## src/rtl/ahb_pkg.sv

```systemverilog
// Shared AHB-Lite encodings, default-slave state type and select popcount
// helper for the response multiplexer.
package ahb_pkg;

    localparam logic [1:0] HTRANS_IDLE   = 2'b00;
    localparam logic [1:0] HTRANS_BUSY   = 2'b01;
    localparam logic [1:0] HTRANS_NONSEQ = 2'b10;
    localparam logic [1:0] HTRANS_SEQ    = 2'b11;

    localparam logic HRESP_OKAY  = 1'b0;
    localparam logic HRESP_ERROR = 1'b1;

    typedef enum logic [1:0] {
        D_IDLE = 2'd0,
        D_ERR1 = 2'd1,
        D_ERR2 = 2'd2
    } dstate_e;

    typedef enum logic [1:0] {
        PC_ZERO = 2'd0,
        PC_ONE  = 2'd1,
        PC_MANY = 2'd2
    } popcnt_e;

    // Saturating popcount: only zero / exactly-one / more-than-one matters.
    function automatic popcnt_e sel_count(input logic [31:0] v);
        logic seen;
        logic many;
        seen = 1'b0;
        many = 1'b0;
        for (int i = 0; i < 32; i++) begin
            if (v[i]) begin
                if (seen) many = 1'b1;
                seen = 1'b1;
            end
        end
        if (many) return PC_MANY;
        if (seen) return PC_ONE;
        return PC_ZERO;
    endfunction

endpackage

```

## src/rtl/muxn_onehot.sv

```systemverilog
// Pure AND-OR multiplexer; sel is expected one-hot or zero, zero gives zero.
module muxn_onehot #(
    parameter int NS = 13,
    parameter int DW = 32
) (
    input  logic [NS-1:0]    sel,
    input  logic [NS*DW-1:0] data,
    output logic [DW-1:0]    out
);

    always_comb begin
        out = '0;
        for (int i = 0; i < NS; i++) begin
            out = out | (data[i*DW +: DW] & {DW{sel[i]}});
        end
    end

endmodule

```

## src/rtl/ahb_resp_muxn.sv

```systemverilog
// AHB-Lite slave-to-master response mux with registered data-phase select
// and a built-in default slave answering unmapped or multi-selected transfers.
module ahb_resp_muxn
    import ahb_pkg::*;
#(
    parameter int NS = 13,
    parameter int DW = 32
) (
    input  logic             clk,
    input  logic             rst,
    input  logic [NS-1:0]    hsel,
    input  logic [1:0]       htrans,
    input  logic [NS*DW-1:0] s_hrdata,
    input  logic [NS-1:0]    s_hreadyout,
    input  logic [NS-1:0]    s_hresp,
    output logic [DW-1:0]    hrdata,
    output logic             hready,
    output logic             hresp,
    output logic             sel_err
);

    // Handshake: an address phase is taken on every clk edge with hready = 1;
    // while hready = 0 the data phase in flight (dsel, default slave) holds.

    logic [NS-1:0] dsel;
    dstate_e       dstate;
    logic          def_ready;
    logic          def_resp;

    popcnt_e       sel_pc;
    logic          xfer_active;
    logic          def_claim;
    logic          mux_ready;
    logic          mux_resp;

    assign sel_pc      = sel_count(32'(hsel));
    assign xfer_active = (htrans == HTRANS_NONSEQ) || (htrans == HTRANS_SEQ);
    assign def_claim   = hready && xfer_active && (sel_pc != PC_ONE);

    always_ff @(posedge clk or posedge rst) begin
        if (rst) begin
            dsel      <= '0;
            sel_err   <= 1'b0;
            dstate    <= D_IDLE;
            def_ready <= 1'b1;
            def_resp  <= HRESP_OKAY;
        end else begin
            sel_err <= hready && (sel_pc == PC_MANY);
            if (hready) begin
                dsel <= (sel_pc == PC_ONE) ? hsel : '0;
            end
            // Outputs are registered next to the state so they are glitch-free.
            case (dstate)
                D_IDLE: begin
                    if (def_claim) begin
                        dstate    <= D_ERR1;
                        def_ready <= 1'b0;
                        def_resp  <= HRESP_ERROR;
                    end
                end
                D_ERR1: begin
                    dstate    <= D_ERR2;
                    def_ready <= 1'b1;
                    def_resp  <= HRESP_ERROR;
                end
                D_ERR2: begin
                    if (def_claim) begin
                        dstate    <= D_ERR1;
                        def_ready <= 1'b0;
                        def_resp  <= HRESP_ERROR;
                    end else begin
                        dstate    <= D_IDLE;
                        def_ready <= 1'b1;
                        def_resp  <= HRESP_OKAY;
                    end
                end
                default: begin
                    dstate    <= D_IDLE;
                    def_ready <= 1'b1;
                    def_resp  <= HRESP_OKAY;
                end
            endcase
        end
    end

    muxn_onehot #(.NS(NS), .DW(DW)) u_mux_rdata (
        .sel  (dsel),
        .data (s_hrdata),
        .out  (hrdata)
    );

    muxn_onehot #(.NS(NS), .DW(1)) u_mux_ready (
        .sel  (dsel),
        .data (s_hreadyout),
        .out  (mux_ready)
    );

    muxn_onehot #(.NS(NS), .DW(1)) u_mux_resp (
        .sel  (dsel),
        .data (s_hresp),
        .out  (mux_resp)
    );

    // The default slave owns the bus whenever no real slave is selected.
    assign hready = (dsel == '0) ? def_ready : mux_ready;
    assign hresp  = (dsel == '0) ? def_resp  : mux_resp;

endmodule
```

## config.mk

```make
export PLATFORM = sky130hd
export DESIGN_NAME = ahb_resp_muxn
export DESIGN_NICKNAME = d
export VERILOG_FILES = /design/src/rtl/ahb_pkg.sv /design/src/rtl/muxn_onehot.sv /design/src/rtl/ahb_resp_muxn.sv
export SDC_FILE = /design/constraint.sdc
export NUM_CORES = 1
export LEC_CHECK = 0
export CORE_AREA = 2 2 194 196
export DETAILED_ROUTE_END_ITERATION = 8
export DIE_AREA = 0 0 196 198
export SETUP_SLACK_MARGIN = 0.5
export SYNTH_ARGS = -nofsm -noshare
export SYNTH_HDL_FRONTEND = slang
export SYNTH_SLANG_ARGS = --single-unit
```

## constraint.sdc

```tcl
create_clock -name clk -period 3.4 [get_ports clk]
set_clock_uncertainty 0.2 [all_clocks]
set_input_delay 0.34 -clock clk [delete_from_list [all_inputs] [get_ports clk]]
set_output_delay 0.34 -clock clk [all_outputs]
set_load 0.1 [all_outputs]
```

==> flow_summary.yaml, run 1 <==
grt:
  grt_pass1_wl_um: 46000
  gr-total-overflow: 0
  antenna_found_initial: 4
  grt.total_usage: 0.163
  first_global_vias: 6265
  grt_max_degree: 22
critical_path:
  crit_required_ns: 2.86
  end_kind: "output port"
  criticalPathCategory: "reg2out"
  crit_path_max_fanout: 20
  arrival_ns: 2.27
  reg2reg_depth: 7
  r2r_end: "dsel[9]"
  r2r_setup_slack_ns: 0.94
  rr_startpoint: "dsel[10]"
  startpoint_type: "flop"
power_and_ir_drop:
  clkPwrFrac: 0.172
  pwr_density_cell_nw_per_um2: 169
  p_seq_frac: 0.172
  peakVddDrop_mv: 0.355
  p_comb_frac: 0.655
  leakage_nw: 3.33
  p_switching_mw: 0.507
  switching_share: 0.336
  p_int_mw: 1.00
yosys:
  synth_area_leaders: "a221oi_1 18%, a22oi_1 16%, dfrtp_1 13%"
  synthCells: 427
  synth_seq_cells: 18
  synth-warning-count: 0
  syn-num-nets: 886
  yosys.area.top_type: "a221oi_1"
  synth_flop_cell: "dfrtp_1"
  ys_seq_area_frac: 0.138
  post-synth-top-count-cell: "a22oi_1"
  async_reset_ff_frac: 1.00
  synth-edff-count: 0
  ys_types: 43
  syn_area_um2: 3270
  synth.avg_cell_area_um2: 7.66
  synth.cells.most_frequent: "71 x a22oi_1, 66 x a221oi_1, 50 x clkbuf_1"
  yosysTopAreaCellShare: 0.177
clock_tree:
  cts.sinks: 18
  cts_root_buffer: "clkbuf_16"
  clk_latency_ns: 0.25
  ctsHoldBuffers: 0
  clockBufferDepth: 2
  cts-buffers-inserted: 3
  tritoncts: "yes"
  clk_pin_slew_worst_paths_ns: 0.05
  h-tree-depth: 1
layout:
  multi_input_area_um2: 2560
  nets: 1355
  area_growth_pct: 172
  layout.area.seq_um2: 475
  drive_above_1_share: 0.111
  stdcell_count: 1371
  fin_util: 0.241
  fillerInstances: 4017
sta:
  finalMaxSlewViolations: 0
  hold_ws_ns: 0.257
  tightest_slew_ns: 0.981
  rsz0062_at_grt: "true"
  finalSetupTns_ns: 0
  hold_viol_final: 0
  period_needed_ns: 2.81
  slew_headroom: 0.344
  period_share: 0.825
  setup_violations: 0
  fmax_mhz: 356
floorplanning:
  dieArea_um2: 38800
  rows: 71
  die_x_um: 196
  io_pins: 494
  core_um2: 37000
  initial_core_util: 0.0885
  chipHeight_um: 198
drt:
  viasPerCell: 4.74
  drcViolationCount: 0
  antenna_left: 0
  via_count: 6499
  first_pass_iters: 7
  first_iter_violations: 533
  wire_per_inst_um: 25.4
  routed_wl_um: 34900
placed_design:
  portBuffers: 492
  place.gp.congestion: 0.870
  post-dp-hpwl_um: 27900
  dpl.cell_count: 1361
flow_run:
  timing.max_cap.violations: 0
min_path:
  hold_depth: 1
  holdPathEnd: "dstate[1]"
  hold_path.class: "reg2reg"
  min_from: "dstate[1]"
status:
  status: "finished, final reports clean"
[logic make-up after synthesis]
family | Yosys count | share of synthesized area
xor gates and xnor gates | 1 | 0.00268
buffers and inverters | 69 | 0.0822
AOI/OAI and AO/OA | 243 | 0.627
and+or+nand+nor | 93 | 0.140
muxes | 1 | 0.00344
adders and majority gates | 2 | 0.00612
DFF | 18 | 0.138
[worst max-delay path: stages (launching register included)]
cell	delay (ns)
dfrtp_4	0.61
buf_4	0.30
a22oi_1	0.35
nand2_1	0.10
a221oi_1	0.22
nand3_1	0.13
buf_4	0.28
[routing by layer]
metal	track usage	part of all wire
met4	0.0283	0.015
met5	0	0.00060
met1	0.215	0.41
met2	0.277	0.48
met3	0.0330	0.090
[area by class of cell]
type                    instances  area share
repair buffers                521       0.577
multi-input cells             340       0.287
flip-flops and latches         18      0.0534
inverters                      12     0.00506
clock buffers                   4     0.00997
well taps                     474      0.0666
diodes                          2    0.000562
[what timing repair did]
item / CTS / global route
buffers inserted: 1 / 3
endpoints found under the setup margin: 1 / 3
gates cloned: 0 / 0
gates resized for setup: 1 / 2
pin swaps: 0 / 1
[stage by stage]
step	total power, mW	setup WS (ns)	cell area [µm²]
final	1.51	0.594	8910
after global routing	1.56	0.457	8910
after CTS	1.50	0.501	8860
after detailed placement	1.24	0.511	8750
after global placement	1.23	0.552	8750
after floorplan	0.554	0.833	3280
[cell usage in the layout (no fill, tap or decap), drive strengths merged, types with 2 or more instances in the layout]
cell	n
o21ai	18
nor3b	2
a221oi	66
a222oi	34
or3	5
a22o	33
buf	63
nor2	7
clkdlybuf4s50	458
nor4	2
inv	12
dfrtp	17
o31ai	10
nor3	2
a41oi	2
a22oi	71
maj3	2
clkbuf	4
a31o	2
nand2	33
nand4	4
nand3	34
diode	2
[state kept, by name, indices dropped and copies added (netlist names)]
register / count
dsel: 13
def_resp: 1
dstate: 2
sel_err: 1
def_ready: 1
[power groups by stage]
stage	combinational, mW	sequential, mW	clock [mW]
after floorplan	0.252	0.302	0
after global placement	0.968	0.265	0
after detailed placement	0.979	0.262	0
after CTS	0.985	0.259	0.260
after global routing	1.03	0.264	0.270
final	0.989	0.260	0.260
[how the worst max path moves through the flow]
stage | from | endpoint | slack, ns | cells after the start
floorplan | dsel[1] | dsel[9] | 0.83 | 8
global route | dsel[10] | hready | 0.46 | 7
finish | dsel[3] | hrdata[18] | 0.59 | 6
detailed placement | hsel[3] | dsel[1] | 0.51 | 7
global placement | hsel[2] | dsel[2] | 0.55 | 7
CTS | dsel[3] | hready | 0.50 | 7
(Power assumes the default switching activity.)
==> run 2: changes to the inputs <==
CORE_AREA = 2 2 192 194   (was 2 2 194 196)
DIE_AREA = 0 0 194 196   (was 0 0 196 198)
clock period = 2.4 ns   (was 3.4 ns; I/O delays follow)
==> run 2 against run 1 <==
Net effect: sequential share of layout area is 1.4 points lower; global-route usage rose by 0.96 points; count of clock-buffer cells in the layout did not move; the run now ends with setup timing left.
==> flow_summary.yaml, run 2 (synthesis gave the netlist of run 1 again) <==
sta:
  tightest_slew_ns: 0.674
  period_needed_ns: 2.49
  setup_violations: 1
  hold_viol_final: 0
  rsz0062_at_grt: "true"
  setup_ws_ns: -0.0859
  finalMaxSlewViolations: 0
  period_share: 1.04
  slew_headroom: 0.550
  fmax_mhz: 402
  finalSetupTns_ns: -0.0859
grt:
  grt_max_degree: 21
  gr-total-overflow: 0
  grt_pass1_wl_um: 48400
  grt.total_usage: 0.173
  antenna_found_initial: 9
  first_global_vias: 7173
critical_path:
  crit_top_cell: "buf_12"
  critPathSlowestCell: "dfrtp_2"
  end_kind: "output port"
  crit_start: "dsel[2]"
  path_buf_inv: 3
  arrival_ns: 2.05
  criticalPathCategory: "reg2out"
  cp.depth: 7
  r2r_end: "dsel[9]"
  crit_required_ns: 1.96
  critPathMaxStageDelay_ns: 0.45
  crit_path_max_fanout: 5
  rr_startpoint: "dsel[2]"
  crit_end: "hready"
  startpoint_type: "flop"
  cp_top_family: "simple AND/OR/NAND/NOR gates"
  reg2reg_depth: 7
  r2r_setup_slack_ns: 0.16
  cp_cell_sequence: "nor4_4 -> nand4_1 -> nor3b_2 -> or2_1 -> buf_12 -> inv_12 -> buf_12"
floorplanning:
  chipHeight_um: 196
  rows: 70
  core_um2: 36100
  io_pins: 494
  initial_core_util: 0.0907
  die_x_um: 194
  dieArea_um2: 38000
drt:
  antenna_left: 0
  routed_wl_um: 36400
  drcViolationCount: 0
  wire_per_inst_um: 25.0
  viasPerCell: 4.70
  first_pass_iters: 5
  first_iter_violations: 360
  via_count: 6839
layout:
  drive_above_1_share: 0.345
  layout_common_cells: "448 x clkdlybuf4s50_1, 63 x buf_4, 59 x buf_12, 40 x a22oi_1, 38 x a221oi_2"
  largest_registers: "dsel (13), dstate (2)"
  largest_reg_flops: 13
  fillerInstances: 3683
  regMostFlops: "dsel"
  final_common_cell: "clkdlybuf4s50_1"
  area_growth_pct: 260
  nets: 1441
min_path:
  hold_path.class: "in2reg"
  min_from: "hsel[5]"
clock_tree:
  clk_latency_ns: 0.24
  clockBufferDepth: 2
  h-tree-depth: 1
  cts-buffers-inserted: 3
  cts_root_buffer: "clkbuf_16"
  tritoncts: "yes"
  clk_pin_slew_worst_paths_ns: 0.05
  cts.sinks: 18
placed_design:
  dpl_worst_slack_ns: -0.278
  post-dp-hpwl_um: 27200
  place.gp.congestion: 0.859
  portBuffers: 492
power_and_ir_drop:
  peakVddDrop_mv: 0.402
  leakage_nw: 4.51
  pwr_density_cell_nw_per_um2: 195
status:
  status: "complete, but fails checks"
  violations: "setup timing"
flow_run:
  timing.max_cap.violations: 0
==> run 2: timing repair <==
action,in CTS,in global routing
buffers inserted,31,23
cloned,3,2
hold buffers,0,0
resized for setup,111,70
pin swaps,23,43
endpoints found under the setup margin,51,51
==> run 2: worst register-to-register path: stages, from the launching register on <==
cell     delay (ns)
dfrtp_2        0.45
nor4_4         0.31
nand4_1        0.21
nor3b_2        0.22
or2_1          0.24
buf_12         0.15
inv_12         0.06
mux2_4         0.28
==> run 2: per-stage QoR <==
step | hold slack (ns) | power, mW | cell area (µm²) | cells | util
floorplan | -0.0222 | 0.846 | 4330 | 427 | -
global placement | 0.247 | 1.87 | 10200 | 1386 | 0.284
detailed placement | 0.247 | 1.89 | 10200 | 1386 | 0.284
CTS | 0.181 | 2.26 | 11200 | 1424 | 0.309
global route | 0.187 | 2.40 | 11800 | 1455 | 0.327
finish | 0.183 | 2.30 | 11800 | 1455 | 0.327
==> run 2: per-layer routing <==
| metal | track usage | part of all wire | vias to the layer above |
|---|---|---|---|
| met5 | 0 | 0.00074 | - |
| met4 | 0.0673 | 0.033 | 4 |
| met3 | 0.0364 | 0.074 | 59 |
| met2 | 0.294 | 0.49 | 418 |
| met1 | 0.213 | 0.40 | 3346 |
| li1 | - | - | 3012 |
==> run 2: power breakdown <==
part | leakage [nW] | switching, mW | internal, mW
sequential | 0.218 | 0.0306 | 0.346
combinational | 4.25 | 0.659 | 0.931
clock | 0.0382 | 0.106 | 0.225
==> run 2: area by class of cell <==
cell class,instances,area (µm²),area share
inverters,12,57.6,0.00488
repair buffers,607,6640,0.564
clock buffers,4,78.8,0.00669
well taps,468,586,0.0497
diodes,6,15.0,0.00127
flip-flops and latches,18,468,0.0397
multi-input cells,340,3940,0.334
==> run 2: worst min-delay path by stage <==
| stage | end | slack, ns | depth (start not counted) |
|---|---|---|---|
| 2_1_floorplan | def_resp | -0.02 | 1 |
| 3_3_place_gp | dstate[1] | 0.25 | 1 |
| 3_5_place_dp | dstate[1] | 0.25 | 1 |
| 4_1_cts | dsel[5] | 0.18 | 4 |
| 5_1_grt | dsel[5] | 0.19 | 4 |
| 6_report | dsel[5] | 0.18 | 4 |
==> variant 1: new RTL, settings of run 2 <==
`NS` is set to 13 in 2 places; all go to 14.
--- a/src/rtl/muxn_onehot.sv
+++ b/src/rtl/muxn_onehot.sv
@@ -1,6 +1,6 @@
 // Pure AND-OR multiplexer; sel is expected one-hot or zero, zero gives zero.
 module muxn_onehot #(
-    parameter int NS = 13,
+    parameter int NS = 14,
     parameter int DW = 32
 ) (
     input  logic [NS-1:0]    sel,
--- a/src/rtl/ahb_resp_muxn.sv
+++ b/src/rtl/ahb_resp_muxn.sv
@@ -3,7 +3,7 @@
 module ahb_resp_muxn
     import ahb_pkg::*;
 #(
-    parameter int NS = 13,
+    parameter int NS = 14,
     parameter int DW = 32
 ) (
     input  logic             clk,
Interface: changed (resized hsel, s_hrdata, s_hreadyout and s_hresp); port bits go from 494 to 529. No check against the original RTL was run, so the function may have changed too.
==> variant 1 against run 2 <==
- register-to-register slack worse by 130 ps
- setup slack better by 89 ps
- global-route usage is 2.5 points higher
- critical path type unchanged
- hold slack worse by 6.5 ps
- area after synthesis is 9.4% higher
- sequential cell count is 1 higher
- total power is 7.6% higher
- routed wire length is 14% higher
- design area is 7.2% higher
==> variant 1: results (changes against run 2) <==
metric,value,unit,change
status,"finished, final reports clean",,"was finished, violations left"
Layout clock area frac,0.6234,%,was 0.6686%
Placed Instance Area,10460,um^2,"was 10,240 um^2"
R2R Path Start,dsel[13]$_DFFE_PP0P_,,was dsel[2]$_DFFE_PP0P_
global-route usage over all layers,19.81,%,was 17.27%
Mapped Cells,474,,was 427
M2 GR Usage,33.60,%,was 29.41%
Final Instance Count excl. Fillers,1565,,"was 1,455"
largest net degree at the start of global routing,22,,was 21
post-synthesis sequential area ratio,13.32,%,was 13.80%
Via-to-Cell Ratio,4.776,,was 4.700
final wirelength,41.64,mm,was 36.41 mm
top post-synthesis cells by area,"a22oi_1 (29%), a221oi_1 (16%), dfrtp_1 (13%)",,"was a221oi_1 (18%), a22oi_1 (16%), dfrtp_1 (13%)"
Tot Pwr,2.475,mW,was 2.299 mW
M1 GR Usage,25.57,%,was 21.26%
wl on met1,17.79,mm,was 14.51 mm
Signal buffers,677,,was 607
Leak,4.663,nW,was 4.506 nW
placed cells,1465,,"was 1,386"
#MultiIn Comb,376,,was 340
Yosys cell types,39,,was 43
Worst Path Max Fanout,4,,was 5
layout cells sized above 1,34.58,%,was 34.45%
CP arrival,1960,ps,was 2050 ps
FF-to-FF setup slack,30,ps,was 160 ps
Final GP Congestion,0.9124,,was 0.8587
final period demand of the worst path,2396,ps,was 2486 ps
global-route wire length before repair,55.29,mm,was 48.41 mm
combinational cell power,1.74,mW,was 1.59 mW
DPL Wire Length,30.33,mm,was 27.22 mm
Critical Path Sink,hrdata[1],,was hready
Sequential Area,496.7,um^2,was 467.9 um^2
Synth top cells by count,"a22oi_1 (137), a221oi_1 (67), clkbuf_1 (53)",,"was a22oi_1 (71), a221oi_1 (66), clkbuf_1 (50)"
multiplexer share of the synthesized area,0,%,was 0.3442%
Crit path max-delay family,buffers and inverters,,was simple AND/OR/NAND/NOR gates
-- variant 1: cell count changes in the layout (fill, tap and decap cells not counted), moves of 7 or more --
cell	delta
a221oi_2	+18
a221oi_4	-21
a222oi_1	-34
a22oi_1	+31
a22oi_2	+35
buf_12	+8
buf_4	+7
buf_6	+10
clkdlybuf4s50_1	+35
nand3_4	-32
nand4_1	+30
o21ai_0	-9
o31ai_2	-7
o31ai_4	+12
-- variant 1: repair_timing --
item	in CTS	in global routing
endpoints found under the setup margin	52	52
resized for setup	169	84
hold buffers	0	0
gates cloned	6	5
pin swaps	65	56
setup buffers	44	37
-- variant 1: kinds of logic (layout without fill, tap and decap cells) --
| kind of cell | count (synthesis) | after routing |
|---|---|---|
| AOI/OAI and AO/OA | 281 | 281 |
| adders and majority gates | 2 | 2 |
| buffers and inverters | 79 | 698 |
| DFF | 19 | 19 |
| other | 0 | 4 |
| and+or+nand+nor | 93 | 93 |
==> variant 2: new RTL, flow settings as in run 2 <==
Without the edit above. Re-encode `dstate_e` (3 states) as one-hot, 3 bits wide.
--- a/src/rtl/ahb_pkg.sv
+++ b/src/rtl/ahb_pkg.sv
@@ -10,10 +10,10 @@
     localparam logic HRESP_OKAY  = 1'b0;
     localparam logic HRESP_ERROR = 1'b1;
 
-    typedef enum logic [1:0] {
-        D_IDLE = 2'd0,
-        D_ERR1 = 2'd1,
-        D_ERR2 = 2'd2
+    typedef enum logic [2:0] {
+        D_IDLE = 3'b001,
+        D_ERR1 = 3'b010,
+        D_ERR2 = 3'b100
     } dstate_e;
 
     typedef enum logic [1:0] {
Formal check against the unedited RTL: no difference found for any inputs over 10 cycles, from zero or initial values and one cycle with rst high; not proved beyond that.
==> variant 2 against run 2 <==
- the flow still finishes with violations (setup timing)
- register-to-register slack lost 170 ps
- cell count grew 0.76%
- global-route usage grew 0.78 points
- routed wire length grew 5.3%
- critical path depth is the same
- area after synthesis grew 5.2%
- sequential cell count grew 1
- sequential share of layout area grew 0.26 points
- via count grew 0.51%
- total power grew 11%
- design area shrank 0.30%
- utilization shrank 0.097 points
- setup slack gained 18 ps
- largest power group unchanged
==> variant 2: results (changes against run 2) <==
metric,value,unit,change
status,"finished, violations left",,unchanged
violated checks,setup timing,,unchanged
cell count of the worst reg-to-reg path,9,,was 7
worst setup slack after layout,-68.09,ps,was -85.90 ps
"Top FF cell, synth",dfrtp_1,,unchanged
WHS,236.6,ps,was 183.3 ps
top post-synthesis cells by area,"a221oi_1 (17%), a22oi_1 (15%), dfrtp_1 (12%)",,"was a221oi_1 (18%), a22oi_1 (16%), dfrtp_1 (13%)"
Setup TNS Final,-296.6,ps,was -85.90 ps
Final #Nets,1448,,"was 1,441"
worst skew pair latency,250,ps,
HP Class,in -> async,,was in -> reg
Worst Path Max Fanout,5,,unchanged
global-route usage over all layers,18.04,%,was 17.27%
R2R Path Start,dsel[0]$_DFFE_PP0P_,,was dsel[2]$_DFFE_PP0P_
Leak,4.447,nW,was 4.506 nW
Finish-stage setup viols,14,,was 1
Longest Clk Path Bufs,2,,unchanged
CP arrival,2030,ps,was 2050 ps
Yosys cell types,46,,was 43
XOR/XNOR Fraction of Synth Area,0.5087,%,was 0.2677%
multiplexer share of the synthesized area,0,%,was 0.3442%
number of nets with antenna violations after routing,0,,unchanged
IO Port Bufs,492,,unchanged
DPL Wire Length,30.26,mm,was 27.22 mm
initial antenna violation count,12,,was 9
largest net degree at the start of global routing,24,,was 21
Final GP Congestion,0.8626,,was 0.8587
adder-cell area share of the yosys netlist,0.2907,%,was 0.6119%
Synth top cells by count,"a22oi_1 (71), a221oi_1 (66), clkbuf_1 (44)",,"was a22oi_1 (71), a221oi_1 (66), clkbuf_1 (50)"
layout cells sized above 1,34.31,%,was 34.45%
biggest regs,"dsel: 13 flops, dstate: 3 flops",,"was dsel: 13 flops, dstate: 2 flops"
Mapped Nets,911,,was 886
final wirelength,38.35,mm,was 36.41 mm
drt pass-1 iters,7,,was 5
drt initial violations,426,,was 360
Via-to-Cell Ratio,4.689,,was 4.700
FF-to-FF setup slack,-10,ps,was 160 ps
vias in the first global route,7065,,"was 7,173"
Slew @ Worst Pin,754.9,ps,was 674.1 ps
R2R Path End,dsel[9]$_DFFE_PP0P_,,unchanged
global-route wire length before repair,50.78,mm,was 48.41 mm
clock transition at the registers of the reported paths,60,ps,
Syn. warnings,0,,unchanged
worst vdd ir,0.3239,mV,was 0.4020 mV
Compound-Gate Fraction of Synth Area,61.81,%,was 62.72%
post-synthesis sequential area ratio,13.88,%,was 13.80%
[variant 2: cell count changes after synthesis, sizes merged, moves of 4 or more]
| cell | before | now |
|---|---|---|
| o21ai | 18 | 14 |
| nand2 | 33 | 40 |
| a21oi | 1 | 6 |
| o31ai | 10 | 15 |
| nor4 | 2 | 6 |
| buf | 7 | 12 |
| clkbuf | 50 | 44 |
[variant 2: cells by family after synthesis]
kind of cell,after synthesis
and+or+nand+nor,107
buffers and inverters,71
adders and majority gates,1
AOI/OAI and AO/OA,252
xor gates and xnor gates,2
DFF,19
[variant 2: layout make-up]
class / count / area, um^2
diodes: 10 / 25.02
flip-flops and latches: 19 / 496.7
inverters: 15 / 68.82
fillers: 3684 / 24330
well taps: 468 / 585.6
multi-input cells: 362 / 4120
clock inverters: 1 / 5.005
clock buffers: 3 / 75.07
repair buffers: 588 / 6379
[variant 2: through the flow]
step	cells	instance area, um^2	setup slack (ps)
detailed placement	1411	10340	-176.3
global route	1464	11750	-130.0
CTS	1437	11220	-38.29
floorplan	452	4418	174.7
finish	1466	11760	-68.09
global placement	1411	10340	-140.9
[variant 2: worst max path at each step]
stage | from | end | slack [ps]
after floorplan | dsel[12]$_DFFE_PP0P_ | hready | 170
after global placement | hsel[2] | dsel[11]$_DFFE_PP0P_ | -140
after detailed placement | hsel[2] | dsel[11]$_DFFE_PP0P_ | -180
after CTS | dsel[3]$_DFFE_PP0P_ | hready | -40
after global routing | dsel[3]$_DFFE_PP0P_ | hready | -130
final | dsel[1]$_DFFE_PP0P_ | hrdata[18] | -70
[variant 2: worst max-delay path: stages (launching register included)]
cell and delay, ps:
dfrtp_4 540, buf_12 160, buf_12 140, a22oi_2 210, nand2_1 100, a221oi_2 290
nand3_4 120, buf_12 190
[variant 2: power breakdown]
group | internal [mW] | total [mW] | switching, mW
Clock | 0.223 | 0.343 | 0.119
Sequential | 0.373 | 0.415 | 0.0420
Combinational | 1.01 | 1.78 | 0.774
[variant 2: routing by layer]
metal | wire length [um] | GRT usage, % | vias to the layer above
li1 | - | - | 3074
met1 | 15430 | 22.46 | 3423
met2 | 19340 | 31.24 | 339
met3 | 2657 | 3.662 | 38
met4 | 924 | 5.527 | 0
met5 | 0 | 0 | -
[variant 2: timing repair]
action / CTS / global route
pin swaps: 29 / 32
gates resized for setup: 120 / 53
setup buffers: 22 / 14
cloned: 0 / 5
setup endpoints to repair: 52 / 52
